<file path="src/rtl/system_sysid_pkg.sv">
// Shared types and constants for the system-ID arbiter: FSM states, slave word addresses, data width.
package system_sysid_pkg;
  localparam int DATA_W = 32;

  localparam logic SYSID_ADDR_ID = 1'b0;
  localparam logic SYSID_ADDR_TS = 1'b1;

  typedef enum logic [1:0] {
    BOOT_ID = 2'd0,
    BOOT_TS = 2'd1,
    RUN     = 2'd2
  } state_t;
endpackage

</file>
<file path="src/rtl/system_sysid_rr2.sv">
// Two-way round-robin grant: with both requesting, the master not served last wins.
module system_sysid_rr2 (
  input  logic [1:0] req,
  input  logic       last_grant,
  output logic [1:0] gnt
);
  // last_grant: 0 = m0 was served last, 1 = m1 was served last
  always_comb begin
    gnt = 2'b00;
    if (req[0] && (!req[1] || last_grant)) gnt[0] = 1'b1;
    else if (req[1])                       gnt[1] = 1'b1;
  end
endmodule

</file>
<file path="src/rtl/system_sysid_arb.sv">
// Two-master arbiter in front of a zero-latency system-ID slave, 1-cycle read latency.
// SYSID_ARB_CHECK_EN adds a boot-time ID/timestamp check before masters are served.
module system_sysid_arb
  import system_sysid_pkg::*;
#(
  parameter logic [DATA_W-1:0] EXPECTED_ID        = 32'd0,
  parameter logic [DATA_W-1:0] EXPECTED_TIMESTAMP = 32'd1394485293
) (
  input  logic              clock,
  input  logic              reset_n,
  input  logic              m0_read,
  input  logic              m0_address,
  output logic              m0_waitrequest,
  output logic [DATA_W-1:0] m0_readdata,
  output logic              m0_readdatavalid,
  input  logic              m1_read,
  input  logic              m1_address,
  output logic              m1_waitrequest,
  output logic [DATA_W-1:0] m1_readdata,
  output logic              m1_readdatavalid,
  output logic              s_address,
  input  logic [DATA_W-1:0] s_readdata,
  output logic              check_done,
  output logic              check_fail
);
`ifdef SYSID_ARB_CHECK_EN
  localparam state_t RESET_STATE = BOOT_ID;
  localparam logic   DONE_RST    = 1'b0;
`else
  // Boot states are unreachable: check_done/check_fail hold their reset constants.
  localparam state_t RESET_STATE = RUN;
  localparam logic   DONE_RST    = 1'b1;
`endif

  state_t     state;
  logic       last_grant;
  logic       id_bad;
  logic [1:0] gnt_rr, gnt;

  system_sysid_rr2 u_rr (
    .req        ({m1_read, m0_read}),
    .last_grant (last_grant),
    .gnt        (gnt_rr)
  );

  // Gating on reset_n keeps waitrequest and s_address at 0 while reset is held.
  assign gnt = (reset_n && state == RUN) ? gnt_rr : 2'b00;

  assign m0_waitrequest = reset_n & m0_read & ~gnt[0];
  assign m1_waitrequest = reset_n & m1_read & ~gnt[1];

  always_comb begin
    s_address = SYSID_ADDR_ID;
    if (gnt[0])                              s_address = m0_address;
    else if (gnt[1])                         s_address = m1_address;
    else if (reset_n && state == BOOT_TS)    s_address = SYSID_ADDR_TS;
  end

  always_ff @(posedge clock or negedge reset_n) begin
    if (!reset_n) begin
      state            <= RESET_STATE;
      last_grant       <= 1'b1;
      id_bad           <= 1'b0;
      check_done       <= DONE_RST;
      check_fail       <= 1'b0;
      m0_readdata      <= '0;
      m1_readdata      <= '0;
      m0_readdatavalid <= 1'b0;
      m1_readdatavalid <= 1'b0;
    end else begin
      m0_readdatavalid <= gnt[0];
      m1_readdatavalid <= gnt[1];
      if (gnt[0]) m0_readdata <= s_readdata;
      if (gnt[1]) m1_readdata <= s_readdata;
      if (|gnt)   last_grant  <= gnt[1];
      case (state)
        BOOT_ID: begin
          id_bad <= (s_readdata != EXPECTED_ID);
          state  <= BOOT_TS;
        end
        BOOT_TS: begin
          // RUN is entered regardless of the compare outcome.
          check_fail <= id_bad | (s_readdata != EXPECTED_TIMESTAMP);
          check_done <= 1'b1;
          state      <= RUN;
        end
        default: state <= RUN;
      endcase
    end
  end
endmodule

</file>
<file path="config.mk">
export PLATFORM = sky130hd
export DESIGN_NAME = system_sysid_arb
export DESIGN_NICKNAME = d
export VERILOG_FILES = /design/src/rtl/system_sysid_pkg.sv /design/src/rtl/system_sysid_rr2.sv /design/src/rtl/system_sysid_arb.sv
export SDC_FILE = /design/constraint.sdc
export NUM_CORES = 1
export LEC_CHECK = 0
export CELL_PAD_IN_SITES_DETAIL_PLACEMENT = 0
export CELL_PAD_IN_SITES_GLOBAL_PLACEMENT = 1
export CORE_MARGIN = 1
export CORE_UTILIZATION = 37
export CTS_BUF_LIST = sky130_fd_sc_hd__clkbuf_2 sky130_fd_sc_hd__clkbuf_4 sky130_fd_sc_hd__clkbuf_8
export DETAILED_ROUTE_END_ITERATION = 10
export HOLD_SLACK_MARGIN = 0.05
export MAX_ROUTING_LAYER = met4
export PLACE_DENSITY = 0.92
export SKIP_CTS_REPAIR_TIMING = 1
export SLEW_MARGIN = 10
export SYNTH_ARGS = -nofsm -noshare
export SYNTH_HDL_FRONTEND = slang
export SYNTH_SLANG_ARGS = --single-unit
</file>
<file path="constraint.sdc">
create_clock -name clock -period 1.75 [get_ports clock]
set_input_delay 0.2625 -clock clock [delete_from_list [all_inputs] [get_ports clock]]
set_output_delay 0.2625 -clock clock [all_outputs]
set_load 0.02 [all_outputs]
</file>
==> reports/metrics.csv <==
metric,value,unit
required,1.49,ns
period_share,1.08,
yosysSeqAreaShare,0.605,
cts_tree,built,
num-nets-final,365,
drive_gt1_frac,0.369,
worst_slack,-0.141,ns
yosysWarnings,0,
maxSlewHeadroom,0.456,
syn_nets,220,
cp_slowest_cell,dfstp_2,
synth.top_cell.area_share,0.587,
skew,0.00437,ns
synthFlopType,dfrtp_1,
grt_pass1_vias,2188,
start_kind,flop,
async_flop_share,1.00,
cpLargestDelayFamily,flip-flops,
maxCapViolCount,0,
end_kind,primary output,
dr.pass1.iters,4,
synth_edf_count,0,
power.leakage,1.94,nW
rows,32,
setup_violations,22,
root_buffer,clkbuf_8,
vias,2007,
synth.distinct_cells,26,
max_freq,529,MHz
finalHoldViolations,0,
gp_congestion,0.791,
ys_seq_elements,71,
gr-total-overflow,0,
die_h,91.2,um
stdcell_count,433,
dieWidth,91.2,um
synth.most_common_cell,dfrtp_1,
rrSetupSlack,-0.10,ns
placed_cells,417,
core_area,7730,sq um
worst-path-buf-inv,1,
syn_area_per_cell,16.2,sq um
cp_max_fo,5,
power_density,1160,nW/um^2
timing.hold.ws,0.261,ns
yosys-top-cells-count,"dfrtp_1 (69), mux2_2 (34), mux2_4 (26), nor4_1 (8), nor2_1 (5)",
routedWlPerCell,16.1,um
antenna_left,0,
status,finished with violations,
grt_max_degree,66,
syn-cell-area,2940,sq um
post-route-drc-count,0,
drt_wl_total,6.96,mm
min_path_type,input port to asynchronous set/reset pin,
power,5.23,mW
htreeDepth,3,
grt_pass1_wl,11.6,mm
r2r-end,m0_readdata[10]$_DFFE_PN0P_,
setup_tns,-1.27,ns
antenna_found_initial,0,
violations,setup timing,
arrival,1.63,ns
die-area,8310,sq um
initial_core_util,0.381,
cts_buffers,9,
rsz0062_at_grt,true,
path_cells,and3b_4 > and3_4 > a221oi_2 > a21oi_2 > buf_4,
io_buffers,107,
io_pins,109,
area_growth,52.8,%
grtUsageTotal,0.188,
tightestPinTransition,0.816,ns
synth_top_cell_by_area,dfrtp_1,
clkTransAtPathRegs,0.07,ns
dr.first_iter.drc_count,62,
cts.sinks,71,
path_class,flop to primary output,
synth_cells,182,
dpl_worst_slack,-0.464,ns
clk_latency,0.33,ns
ir_worst_vdd,0.615,mV
timing.rr.start,state[1]$_DFF_PN1_,
fin_crit,1.89,ns
max_stage_delay,0.53,ns
synth_area_leaders,"dfrtp_1 (59%), mux2_4 (13%), mux2_2 (13%)",
antenna_cells,0,
clk_path_buf_depth,2,
dpl.hpwl,4.96,mm
slew_violations,0,
worst-r2r-cell-count,4,
viasPerCell,4.64,
[cell type report]
type | instances | area [sq um]
Fill cell | 639 | 3230
Timing Repair Buffer | 142 | 1330
Clock buffer | 15 | 188
Sequential cell | 71 | 1780
Tap cell | 102 | 128
Multi-Input combinational cell | 100 | 1060
Inverter | 3 | 11.3
[per-layer routing]
| metal | up-vias | global-route usage | routed length (um) |
|---|---|---|---|
| met3 | 8 | 0.0419 | 324 |
| met5 | - | - | 0 |
| met4 | 0 | 0.0635 | 109 |
| met1 | 1001 | 0.238 | 3130 |
| li1 | 942 | - | - |
| met2 | 56 | 0.299 | 3400 |
[power by group]
| part | leakage [nW] | switching [mW] | internal [mW] |
|---|---|---|---|
| registers | 0.830 | 0.183 | 1.98 |
| clock network | 0.100 | 0.566 | 0.673 |
| logic | 1.01 | 0.803 | 1.02 |
| total | 1.94 | 1.55 | 3.67 |
[tightest hold or removal path, cell delays in order]
cell and delay [ns]:
buf_4 0.09, buf_4 0.13, buf_4 0.64
[sequential cells by signal, summed over array words and instances, names as in the netlist]
register,flops
check_fail,1
id_bad,1
last_grant,1
m0_readdata,32
m0_readdatavalid,1
m1_readdata,32
m1_readdatavalid,1
state,2
[placed cells by master, fill, tap and decap left out]
master,n
dfstp_2,2
and3b_4,1
or4_1,2
mux2_1,4
nor4_1,8
clkdlybuf4s50_1,103
a31oi_1,2
clkbuf_8,12
nand4_1,2
a221oi_2,1
clkbuf_4,3
clkbuf_2,1
nor2b_1,1
nand2b_1,1
and3_4,2
nand2_1,4
dlygate4sd3_1,1
a21oi_2,1
nor2_1,5
buf_6,2
mux2_2,34
nand3_4,1
buf_4,35
inv_1,2
mux2_4,26
conb_1,1
a21oi_1,1
nand3_1,2
a41oi_1,1
dfrtp_1,69
inv_2,1
[worst max path at each step]
stage                       start         to  slack (ns)  cells after the start
6_report       state[1]$_DFF_PN1_  s_address       -0.14                      5
5_1_grt        state[1]$_DFF_PN1_  s_address       -0.21                      5
4_1_cts        state[1]$_DFF_PN1_  s_address       -0.63                      6
3_5_place_dp              m0_read  s_address       -0.46                      7
3_3_place_gp              m0_read  s_address       -0.38                      7
2_1_floorplan  state[1]$_DFF_PN1_  s_address        0.03                      6
[through the flow]
step	area (sq um)	util
5_1_grt	4500	0.582
6_report	4500	0.582
2_1_floorplan	2950	-
3_5_place_dp	4300	0.556
3_3_place_gp	4300	0.556
4_1_cts	4480	0.580
[logic make-up after synthesis]
group,Yosys count,share of synthesized area
AND/OR/NAND/NOR,29,0.0617
buffers and inverters,11,0.0387
multiplexers,64,0.278
flip-flops,71,0.605
AO/OA/AOI/OAI,6,0.0157
other,1,0.00127
No activity file was read; power rests on OpenSTA's default activity.
